--- src/rtl/bicubic_pad_gen.sv ---
// bicubic_pad_gen: wraps a raster frame in a 1/2-pixel zero border for the bicubic core.
// Optional BICUBIC_PAD_SIDEBAND_EN adds m_sof/m_eol/m_eof framing outputs.
module bicubic_pad_gen #(
  parameter int SRC_WIDTH = 960,
  parameter int SRC_HEIGHT = 540,
  parameter int PIX_W = 24,
  parameter logic [PIX_W-1:0] PAD_VAL = '0
) (
  input  logic             clk,
  input  logic             rst,
  input  logic             s_valid,
  output logic             s_ready,
  input  logic [PIX_W-1:0] s_data,
  output logic             m_valid,
  input  logic             m_ready,
  output logic [PIX_W-1:0] m_data,
  output logic             frame_done
`ifdef BICUBIC_PAD_SIDEBAND_EN
  ,
  output logic             m_sof,
  output logic             m_eol,
  output logic             m_eof
`endif
);
  localparam int CW = $clog2(SRC_WIDTH + 3);
  localparam int RW = $clog2(SRC_HEIGHT + 3);
  logic [CW-1:0] c;
  logic [RW-1:0] r;
  logic is_data, load_en, adv, eol_pos, last_pos, last_q;
  always_comb begin
    is_data = (r >= RW'(1)) && (r <= RW'(SRC_HEIGHT)) && (c >= CW'(1)) && (c <= CW'(SRC_WIDTH));
    load_en = ~m_valid | m_ready;
    s_ready = load_en & is_data;
    adv = load_en & (~is_data | s_valid);
    eol_pos = c == CW'(SRC_WIDTH + 2);
    last_pos = eol_pos && (r == RW'(SRC_HEIGHT + 2));
  end
  // last_q marks that the held beat is the frame's final pixel
  always_ff @(posedge clk or posedge rst) begin
    if (rst) begin
      c <= '0;
      r <= '0;
      m_valid <= 1'b0;
      m_data <= '0;
      last_q <= 1'b0;
      frame_done <= 1'b0;
    end else begin
      frame_done <= m_valid & m_ready & last_q;
      if (load_en) begin
        m_valid <= adv;
        m_data <= is_data ? s_data : PAD_VAL;
        last_q <= last_pos;
      end
      if (adv) begin
        c <= eol_pos ? '0 : c + CW'(1);
        if (eol_pos) r <= last_pos ? '0 : r + RW'(1);
      end
    end
  end
`ifdef BICUBIC_PAD_SIDEBAND_EN
  always_ff @(posedge clk or posedge rst) begin
    if (rst) begin
      m_sof <= 1'b0;
      m_eol <= 1'b0;
    end else if (load_en) begin
      m_sof <= (r == '0) && (c == '0);
      m_eol <= eol_pos;
    end
  end
  assign m_eof = last_q;
`endif
endmodule

--- config.mk ---
export PLATFORM = sky130hd
export DESIGN_NAME = bicubic_pad_gen
export DESIGN_NICKNAME = d
export VERILOG_FILES = /design/src/rtl/bicubic_pad_gen.sv
export SDC_FILE = /design/constraint.sdc
export NUM_CORES = 1
export LEC_CHECK = 0
export ABC_AREA = 1
export ABC_CLOCK_PERIOD_IN_PS = 2700
export BUFFER_PORTS_ARGS = -buffer_cell sky130_fd_sc_hd__buf_4
export CAP_MARGIN = 20
export CORE_MARGIN = 1
export CORE_UTILIZATION = 40
export CTS_BUF_LIST = sky130_fd_sc_hd__clkbuf_4 sky130_fd_sc_hd__clkbuf_8 sky130_fd_sc_hd__clkbuf_16
export DETAILED_ROUTE_END_ITERATION = 10
export PLACE_DENSITY = 0.61
export SETUP_SLACK_MARGIN = 0.1
export SYNTH_ARGS = -nofsm -noshare
export SYNTH_HDL_FRONTEND = slang
export SYNTH_SLANG_ARGS = --single-unit
--- constraint.sdc ---
create_clock -name clk -period 2.7 [get_ports clk]
set_input_delay 0.27 -clock clk [delete_from_list [all_inputs] [get_ports clk]]
set_output_delay 0.27 -clock clk [all_outputs]
set_load 0.02 [all_outputs]
==> results.json, run 1 <==
{
  "route.vias.total": 2224,
  "ys_warn_count": 0,
  "post-route-min-period_ns": 2.340,
  "grt_pass1_vias": 2150,
  "violations": "design-rule violations",
  "tritoncts": "built",
  "cp-end-kind": "output pin",
  "status": "finished, violations left",
  "grt_max_degree": 48,
  "h-tree-depth": 2,
  "gp_congestion": 0.8396,
  "cp.required_ns": 2.43,
  "rsz0062_at_grt": "false",
  "routed_wl_um": 5833,
  "max_clock_freq_mhz": 427.4,
  "critPathTopFamily": "simple AND/OR/NAND/NOR gates",
  "final_cell_area_um2": 3252,
  "finalClockSkew_ns": 0.005752,
  "yosys.cell_types.count": 26,
  "final_max_slew_viol_count": 0,
  "cts_resized": 0,
  "crit_path_max_incr_delay_ns": 0.47,
  "core_um2": 6422,
  "wl_per_cell_um": 12.52,
  "drive_gt1_frac": 0.2725,
  "hpwl_um": 4124,
  "clk_latency_ns": 0.29,
  "die_x_um": 83.84,
  "grt-ovfl-total": 0,
  "firstDrtPassIters": 7,
  "path_class": "flip-flop to output pin",
  "ir_worst_vdd_mv": 0.3081,
  "whs_ns": 0.1693,
  "ys_seq_elements": 47,
  "drv_cap": 0,
  "die-area_um2": 7028,
  "avgSynthCellArea_um2": 8.093,
  "cts.path.max_buffers": 2,
  "antenna_found_initial": 0,
  "syn-num-nets": 369,
  "power_density_nw_per_um2": 494.2,
  "drc": 4,
  "setup_violations": 0,
  "hold_viol": 0,
  "place_area_um2": 3122,
  "path_max_fanout": 13,
  "startpoint_type": "flip-flop",
  "start_util": 0.4171,
  "grt_pass1_wl_um": 10220,
  "dpl.cell_count": 455,
  "finalNonFillerCells": 466,
  "drtAntennaViolNets": 0,
  "crit_path_cell_trace": "inv_1, ha_1, inv_1, nand2_1, nor2_1, nor2_1, nor2_2, nor2_4, nand2_2, nor2_8, buf_4",
  "antenna_cells": 0,
  "portBuffers": 54,
  "die_h_um": 83.84,
  "period_share": 0.8666,
  "synthToLayoutAreaGrowth_pct": 21.39,
  "syn_area_um2": 2679,
  "cts_made_buffers": 5,
  "tns_ns": 0,
  "worstMarginPinSlew_ns": 0.5997,
  "ios": 55,
  "netlist_instances": 331,
  "p_leak_nw": 1.731,
  "crit_buf_inv": 3,
  "slowest_stage": "dfrtp_1",
  "relSlewSlack": 0.5998,
  "clkTransAtPathRegs_ns": 0.08,
  "cts.sinks": 47,
  "power.total_mw": 1.607,
  "seq_area_frac_synth": 0.4390,
  "cts-root-buf": "clkbuf_8",
  "hold_class": "input pin to flip-flop",
  "nNetsFinal": 426,
  "grt.total_usage": 0.1779,
  "rows": 29,
  "first_iter_violations": 151,
  "vias_per_cell": 4.773,
  "arrival_ns": 2.07
}
==> flip-flops by register name (all words and copies together), names as in the netlist <==
name / count
r: 10
m_data: 24
last_q: 1
frame_done: 1
c: 10
m_valid: 1
==> Yosys cell counts <==
| master | instances | area share |
|---|---|---|
| nand3_4 | 1 | 0.0065 |
| nand2_2 | 19 | 0.044 |
| nor2_4 | 4 | 0.017 |
| o21ai_2 | 8 | 0.026 |
| nand3_1 | 12 | 0.022 |
| nor4b_1 | 1 | 0.0033 |
| or2_2 | 1 | 0.0023 |
| nor3_1 | 2 | 0.0037 |
| nand2_4 | 1 | 0.0042 |
| dfrtp_1 | 47 | 0.44 |
| xnor2_1 | 5 | 0.016 |
| inv_1 | 23 | 0.032 |
| o21ai_0 | 1 | 0.0019 |
| nor2_1 | 33 | 0.046 |
| buf_8 | 3 | 0.017 |
| ha_1 | 10 | 0.047 |
| nand3b_1 | 3 | 0.0084 |
| nand4_1 | 13 | 0.030 |
| clkbuf_1 | 3 | 0.0042 |
| nand2_1 | 124 | 0.17 |
| xor2_1 | 9 | 0.029 |
| nor3_2 | 1 | 0.0037 |
| buf_2 | 2 | 0.0037 |
| nor2_2 | 3 | 0.0070 |
| buf_4 | 1 | 0.0028 |
| nor2_8 | 1 | 0.0075 |
==> area by class of cell <==
cell class	instances	area, µm²
timing repair buffer	58	450.4
tap	77	96.34
sequential	47	1176
fill	631	3171
inverter	23	86.33
clock buffer	6	76.32
multi-input combinational	253	1354
clock inverter	2	12.51
==> power breakdown <==
group          switching [mW]  total (mW)  internal [mW]
logic                   0.201       0.351          0.150
clock network           0.231       0.423          0.191
registers              0.0754       0.833          0.758
==> layout by cell type, fill, tap and decap left out, drive strengths merged, types with 3 or more instances in the layout <==
cell type,Yosys,final
nor3,3,3
clkbuf,3,6
ha,10,10
nor2,41,42
o21ai,9,9
xor2,9,9
nand3,13,13
nand4,13,13
nand3b,3,3
dfrtp,47,47
inv,23,23
nand2,144,144
xnor2,5,5
buf,6,57
==> logic make-up (layout without fill, tap and decap cells) <==
kind of cell    count (synthesis)  after routing  synth area share
compound gates                  9              9           0.02802
xor+xnor                       14             14           0.04577
fa+ha+maj                      10             10           0.04671
buf+inv                        32             89           0.05978
flops                          47             47            0.4390
simple gates                  219            220            0.3807
==> stage by stage <==
| stage | util | setup slack (ns) |
|---|---|---|
| global route | 0.5063 | 0.1892 |
| finish | 0.5063 | 0.3603 |
| CTS | 0.4999 | 0.1829 |
| global placement | 0.4861 | 0.5798 |
| detailed placement | 0.4861 | 0.5239 |
| floorplan | - | 0.9756 |
==> timing repair <==
action	4_1_cts	5_1_grt
setup endpoints to repair	0	1
buffers inserted	0	0
hold buffers	0	1
hold endpoints to repair	0	4
==> worst paths after layout <==
kind | start | end | slack [ns] | cells past startpoint
setup / recovery | r[0] | s_ready | 0.36 | 11
hold / removal | s_data[10] | m_data[10] | 0.17 | 3
setup reg to reg | r[0] | m_data[16] | 0.75 | 12
hold reg to reg | m_data[7] | m_data[7] | 0.48 | 2
max in group asynchronous | rst | c[3] | 1.85 | 4
min in group asynchronous | rst | c[7] | 0.41 | 3
==> per-layer routing <==
layer | wire length (µm) | share of wire | GRT usage | up-vias
met4 | 29 | 0.0050 | 0.04232 | 0
met1 | 2774 | 0.48 | 0.2441 | 1044
met3 | 151 | 0.026 | 0.03264 | 2
met5 | 0 | 0 | 0 | -
met2 | 2877 | 0.49 | 0.2914 | 30
li1 | - | - | - | 1148
==> tightest hold or removal path: cells and delay by family <==
| kind | cells | cell delay (ns) |
|---|---|---|
| and+or+nand+nor | 2 | 0.08 |
| buffers and inverters | 1 | 0.08 |
Note: power is estimated with default switching activity, not from simulation.
==> run 2, diff against run 1 <==
--- a/config.mk
+++ b/config.mk
@@ -10,10 +10,10 @@
 export BUFFER_PORTS_ARGS = -buffer_cell sky130_fd_sc_hd__buf_4
 export CAP_MARGIN = 20
 export CORE_MARGIN = 1
-export CORE_UTILIZATION = 40
+export CORE_UTILIZATION = 55
 export CTS_BUF_LIST = sky130_fd_sc_hd__clkbuf_4 sky130_fd_sc_hd__clkbuf_8 sky130_fd_sc_hd__clkbuf_16
 export DETAILED_ROUTE_END_ITERATION = 10
-export PLACE_DENSITY = 0.61
+export PLACE_DENSITY = 0.8
 export SETUP_SLACK_MARGIN = 0.1
 export SYNTH_ARGS = -nofsm -noshare
 export SYNTH_HDL_FRONTEND = slang
==> run 2 against run 1 <==
The flow now finishes without violations. Sequential share of layout area is 0.13 points higher. Sequential power hardly changed. Combinational power hardly changed. Clock skew is 0.0013 ns higher. Register-to-register slack hardly changed. Cell area is 0.35% lower. Global-route usage is 5.2 points higher. Die area is 27% lower. Flip-flop and latch count stayed put. Critical path depth stayed put. Largest cell class unchanged.
==> results.json, run 2 (synthesis gave the netlist of run 1 again) <==
{
  "startpoint_type": "flip-flop",
  "place_worst_setup_slack_ns": 0.5390,
  "cts.path.max_buffers": 2,
  "gp_congestion": 0.8857,
  "synthToLayoutAreaGrowth_pct": 20.97,
  "grt_pass1_vias": 2110,
  "drc": 0,
  "reg2regPathDepth": 11,
  "crit_path_max_incr_delay_ns": 0.47,
  "drv_cap": 0,
  "wl_per_cell_um": 12.62,
  "critPathTopFamily": "simple AND/OR/NAND/NOR gates",
  "first_iter_violations": 172,
  "firstDrtPassIters": 4,
  "vias_per_cell": 5.086,
  "final_cell_mix": "124 x nand2_1, 56 x buf_4, 47 x dfrtp_1, 33 x nor2_1, 22 x inv_1",
  "grt.total_usage": 0.2301,
  "grt-ovfl-total": 0,
  "p_leak_nw": 1.736,
  "drive_gt1_frac": 0.2706,
  "final_cell_area_um2": 3241,
  "largest_reg_flops": 24,
  "worstMarginPinSlew_ns": 0.5528,
  "antenna_found_initial": 0,
  "wl_met1_um": 2462,
  "hold_viol": 0,
  "drtAntennaViolNets": 0,
  "setup_violations": 0,
  "path_max_fanout": 13,
  "tritoncts": "built",
  "antenna_cells": 0,
  "ff2ff_setup_slack_ns": 0.74,
  "period_share": 0.8653,
  "cts-root-buf": "clkbuf_8",
  "r2r_end": "m_valid",
  "holdPathStages": 3,
  "ir_worst_vdd_mv": 0.3593,
  "final_common_cell": "nand2_1",
  "die_h_um": 71.79,
  "start_util": 0.5709,
  "power_density_nw_per_um2": 521.4,
  "place_area_um2": 3093,
  "largest_registers": "m_data: 24 flops, c: 10 flops, r: 10 flops",
  "post-route-util": 0.6907,
  "clk_latency_ns": 0.30,
  "largest-register": "m_data",
  "core_um2": 4692,
  "arrival_ns": 2.07,
  "route.vias.total": 2248,
  "wl_met3_um": 209,
  "final_max_slew_viol_count": 0,
  "cts.sinks": 47,
  "rr_startpoint": "r[0]",
  "tns_ns": 0,
  "hold_start": "s_data[7]",
  "hpwl_um": 3892,
  "routed_wl_um": 5579,
  "nNetsFinal": 426,
  "status": "complete, no violations",
  "rsz0062_at_grt": "false",
  "grt_pass1_wl_um": 9301,
  "rows": 25,
  "crit_path_cell_trace": "inv_1, ha_1, inv_1, nand2_1, nor2_1, nor2_1, nor2_2, nor2_4, nand2_2, nor2_8, buf_4",
  "dpl.cell_count": 432,
  "max_clock_freq_mhz": 428.0,
  "grt_max_degree": 48,
  "h-tree-depth": 2,
  "finalClockSkew_ns": 0.007079,
  "die-area_um2": 5154,
  "cts_setup_buffers": 0,
  "path_class": "flip-flop to output pin",
  "hold_class": "input pin to flip-flop",
  "hold_end": "m_data[7]",
  "setup_ws_ns": 0.3638,
  "slowest_stage": "dfrtp_1",
  "crit_buf_inv": 3,
  "top_layer_used": "met4",
  "die_x_um": 71.79,
  "wl_met2_um": 2811,
  "cp.required_ns": 2.43,
  "ios": 55,
  "cts_made_buffers": 5,
  "cp-end-kind": "output pin",
  "finalNonFillerCells": 442,
  "relSlewSlack": 0.6311,
  "post-route-min-period_ns": 2.336,
  "clkTransAtPathRegs_ns": 0.09,
  "cp_num_cells": 11,
  "portBuffers": 54
}
-- run 2: cell types whose count changed in the layout (fill, tap and decap cells not counted), sizes merged --
cell and delta:
bufinv +1, clkbuf -1, clkinv -1
-- run 2: cell type report --
class | instances | area, µm²
well taps | 54 | 67.56
inverters | 23 | 86.33
repair buffers | 58 | 450.4
flip-flops and latches | 47 | 1176
clock buffers | 5 | 68.82
fillers | 385 | 1451
clock inverters | 2 | 37.54
multi-input cells | 253 | 1354
-- run 2: how the worst max path moves through the flow --
stage          slack (ns)  from  endpoint
3_5_place_dp         0.54  r[0]   s_ready
4_1_cts              0.20  r[0]   s_ready
3_3_place_gp         0.60  r[0]   s_ready
5_1_grt              0.18  r[0]   s_ready
2_1_floorplan        0.98  r[0]   s_ready
6_report             0.36  r[0]   s_ready
-- run 2: metrics by stage --
stage	power [mW]	hold WS, ns
global route	1.784	0.1516
finish	1.690	0.1551
floorplan	1.087	0.3739
detailed placement	1.190	0.4661
CTS	1.697	0.1499
global placement	1.183	0.4629
-- run 2: repair_timing --
| action | CTS | global route |
|---|---|---|
| endpoints found under the hold margin | 0 | 16 |
| hold buffers | 0 | 1 |
| resized for setup | 0 | 0 |
| endpoints found under the setup margin | 0 | 1 |
-- run 2: worst reg2reg max path: stages (launching register included) --
cell	delay, ns
dfrtp_1	0.47
inv_1	0.14
ha_1	0.16
inv_1	0.04
nand2_1	0.04
nor2_1	0.04
nor2_1	0.11
nor2_2	0.06
nor2_4	0.11
nand2_2	0.13
nor2_4	0.43
nand2_1	0.09
-- run 2: routing by layer --
metal / vias up / GRT usage
li1: 1141 / -
met1: 1044 / 0.3051
met2: 52 / 0.3795
met3: 11 / 0.03516
met4: 0 / 0.09150
met5: - / 0
-- run 2: power by group --
| part | internal, mW | switching (mW) |
|---|---|---|
| Combinational | 0.150 | 0.199 |
| Sequential | 0.758 | 0.0763 |
| Clock | 0.271 | 0.236 |
| Total | 1.18 | 0.512 |
==> run 3, diff against run 2 <==
--- a/config.mk
+++ b/config.mk
@@ -6,7 +6,7 @@
 export NUM_CORES = 1
 export LEC_CHECK = 0
 export ABC_AREA = 1
-export ABC_CLOCK_PERIOD_IN_PS = 2700
+export ABC_CLOCK_PERIOD_IN_PS = 2450
 export BUFFER_PORTS_ARGS = -buffer_cell sky130_fd_sc_hd__buf_4
 export CAP_MARGIN = 20
 export CORE_MARGIN = 1
==> constraint.sdc (replaced) <==
create_clock -name clk -period 2.45 [get_ports clk]
set_input_delay 0.245 -clock clk [delete_from_list [all_inputs] [get_ports clk]]
set_output_delay 0.245 -clock clk [all_outputs]
set_load 0.02 [all_outputs]
==> run 3 against run 2 <==
Sequential power increased by 10%. Via count is 0.49% higher. Sequential share of layout area decreased by 0.21 points. Count of clock-buffer cells in the layout rose by 1. Combinational power increased by 11%. Non-clock buffer count rose by 7. Power up 7.8%. Routed wire length is essentially flat. Clock power increased by 1%. Worst hold slack worse by 0.10 ns. Critical endpoint unchanged. Largest cell class unchanged. Largest power group unchanged.
==> results.json, run 3 (synthesis gave the netlist of run 1 again) <==
{
  "crit_buf_inv": 3,
  "power_frac_clock": 0.282,
  "arrival_ns": 1.97,
  "cp-endpoint": "s_ready",
  "cts-root-buf": "clkbuf_8",
  "core_um2": 4692,
  "rsz0062_at_grt": "false",
  "relSlewSlack": 0.5131,
  "largest_registers": "m_data: 24 flops, c: 10 flops, r: 10 flops",
  "critPathTopFamily": "simple AND/OR/NAND/NOR gates",
  "r2r_end": "m_data[0]",
  "power.internal_mw": 1.232,
  "largest_reg_flops": 24,
  "rr_startpoint": "r[0]",
  "hpwl_um": 3899,
  "h-tree-depth": 2,
  "grt_max_degree": 35,
  "routed_wl_um": 5583,
  "die_x_um": 71.79,
  "wl_per_cell_um": 12.43,
  "finalClockSkew_ns": 0.006895,
  "hold_class": "input pin to async pin",
  "grt_util_met3": 0.05063,
  "tritoncts": "built",
  "largest-register": "m_data",
  "grt.total_usage": 0.2299,
  "globalRouteMet2Util": 0.3889,
  "synthToLayoutAreaGrowth_pct": 21.67,
  "grt_use_met1": 0.2864,
  "status": "complete, no violations",
  "setup_ws_ns": 0.2359,
  "cp.required_ns": 2.20,
  "antenna_found_initial": 0,
  "path_class": "flip-flop to output pin",
  "tns_ns": 0,
  "final_max_slew_viol_count": 0,
  "grt-ovfl-total": 0,
  "die_h_um": 71.79,
  "clkTransAtPathRegs_ns": 0.09,
  "final_cell_mix": "124 x nand2_1, 65 x buf_4, 47 x dfrtp_1, 33 x nor2_1, 22 x inv_1",
  "power_density_nw_per_um2": 558.6,
  "cp-end-kind": "output pin",
  "grt_pass1_vias": 2050,
  "crit_path_max_incr_delay_ns": 0.50,
  "final_common_cell": "nand2_1",
  "p_leak_nw": 1.766,
  "ff2ff_setup_slack_ns": 0.40,
  "antenna_cells": 0,
  "drtAntennaViolNets": 0,
  "reg2regPathDepth": 14,
  "nFillCells": 392,
  "slowest_stage": "dfrtp_1",
  "worstMarginPinSlew_ns": 0.7293,
  "die-area_um2": 5154,
  "first_iter_violations": 159,
  "post-route-min-period_ns": 2.214,
  "switchingPower_mw": 0.5888,
  "cts.sinks": 47,
  "drc": 0,
  "p_seq_frac": 0.506,
  "whs_ns": 0.05503,
  "portBuffers": 54,
  "hold_viol": 0,
  "place_worst_setup_slack_ns": 0.4705,
  "rows": 25,
  "cts_made_buffers": 5,
  "vias_per_cell": 5.031,
  "top_usage_layer": "met2",
  "nNetsFinal": 432,
  "period_share": 0.9037,
  "max_clock_freq_mhz": 451.7,
  "post-route-util": 0.6947,
  "switching_share": 0.3234,
  "postCtsHoldBufs": 0,
  "grt_pass1_wl_um": 9149,
  "cp_num_cells": 11,
  "drive_gt1_frac": 0.2861,
  "critical_path.startpoint": "r[0]",
  "gp_congestion": 0.8363,
  "startpoint_type": "flip-flop",
  "drv_cap": 0,
  "ios": 55,
  "firstDrtPassIters": 4,
  "start_util": 0.5709,
  "crit_path_cell_trace": "inv_1, ha_1, inv_1, nand2_1, nor2_1, nor2_1, nor2_2, nor2_4, nand2_2, nor2_8, buf_4",
  "cts_resized": 0,
  "route.vias.total": 2259,
  "path_max_fanout": 9,
  "ir_worst_vdd_mv": 0.5295,
  "combPwrFrac": 0.213,
  "clk_latency_ns": 0.31,
  "cts.path.max_buffers": 2,
  "setup_violations": 0
}
run 3: changes by cell type in the layout (fill, tap and decap cells not counted), sizes merged:
| cell | before | now |
|---|---|---|
| dlygate4sd3 | 1 | 0 |
| nor2 | 42 | 41 |
| clkinv | 0 | 1 |
| bufinv | 1 | 0 |
| clkbuf | 5 | 6 |
| buf | 57 | 65 |
run 3: cell type report:
| type | instances | area (µm²) | share of cell area |
|---|---|---|---|
| repair buffers | 65 | 488.0 | 0.1497 |
| clock inverters | 2 | 16.27 | 0.004990 |
| flip-flops and latches | 47 | 1176 | 0.3608 |
| well taps | 54 | 67.56 | 0.02073 |
| clock buffers | 6 | 82.58 | 0.02534 |
| multi-input cells | 252 | 1343 | 0.4119 |
| inverters | 23 | 86.33 | 0.02649 |
run 3: how the worst min path moves through the flow:
stage,startpoint,to,cells after the start
2_1_floorplan,s_data[10],m_data[10],2
3_3_place_gp,rst,c[6],2
3_5_place_dp,rst,m_data[20],2
4_1_cts,rst,m_data[20],2
5_1_grt,rst,c[9],2
6_report,rst,c[9],2
run 3: stage by stage:
step / total power, mW / instances / area, µm²
final: 1.821 / 449 / 3259
after detailed placement: 1.317 / 435 / 3115
after CTS: 1.821 / 443 / 3214
after floorplan: 1.198 / 331 / 2679
after global placement: 1.305 / 435 / 3115
after global routing: 1.917 / 449 / 3259
run 3: what timing repair did:
item | CTS | global route
endpoints found under the hold margin | 0 | 0
setup endpoints to repair | 0 | 1
buffers inserted | 0 | 6
run 3: layer usage:
metal,vias up,wire [µm]
met5,-,0
met4,0,112
met3,10,210
met2,46,2760
met1,1049,2500
li1,1154,-
run 3: power groups by stage:
stage	logic (mW)	clock network (mW)	registers, mW
after detailed placement	0.383	0	0.934
final	0.387	0.513	0.920
after global placement	0.375	0	0.930
after floorplan	0.270	0	0.928
after CTS	0.385	0.517	0.919
after global routing	0.436	0.549	0.931
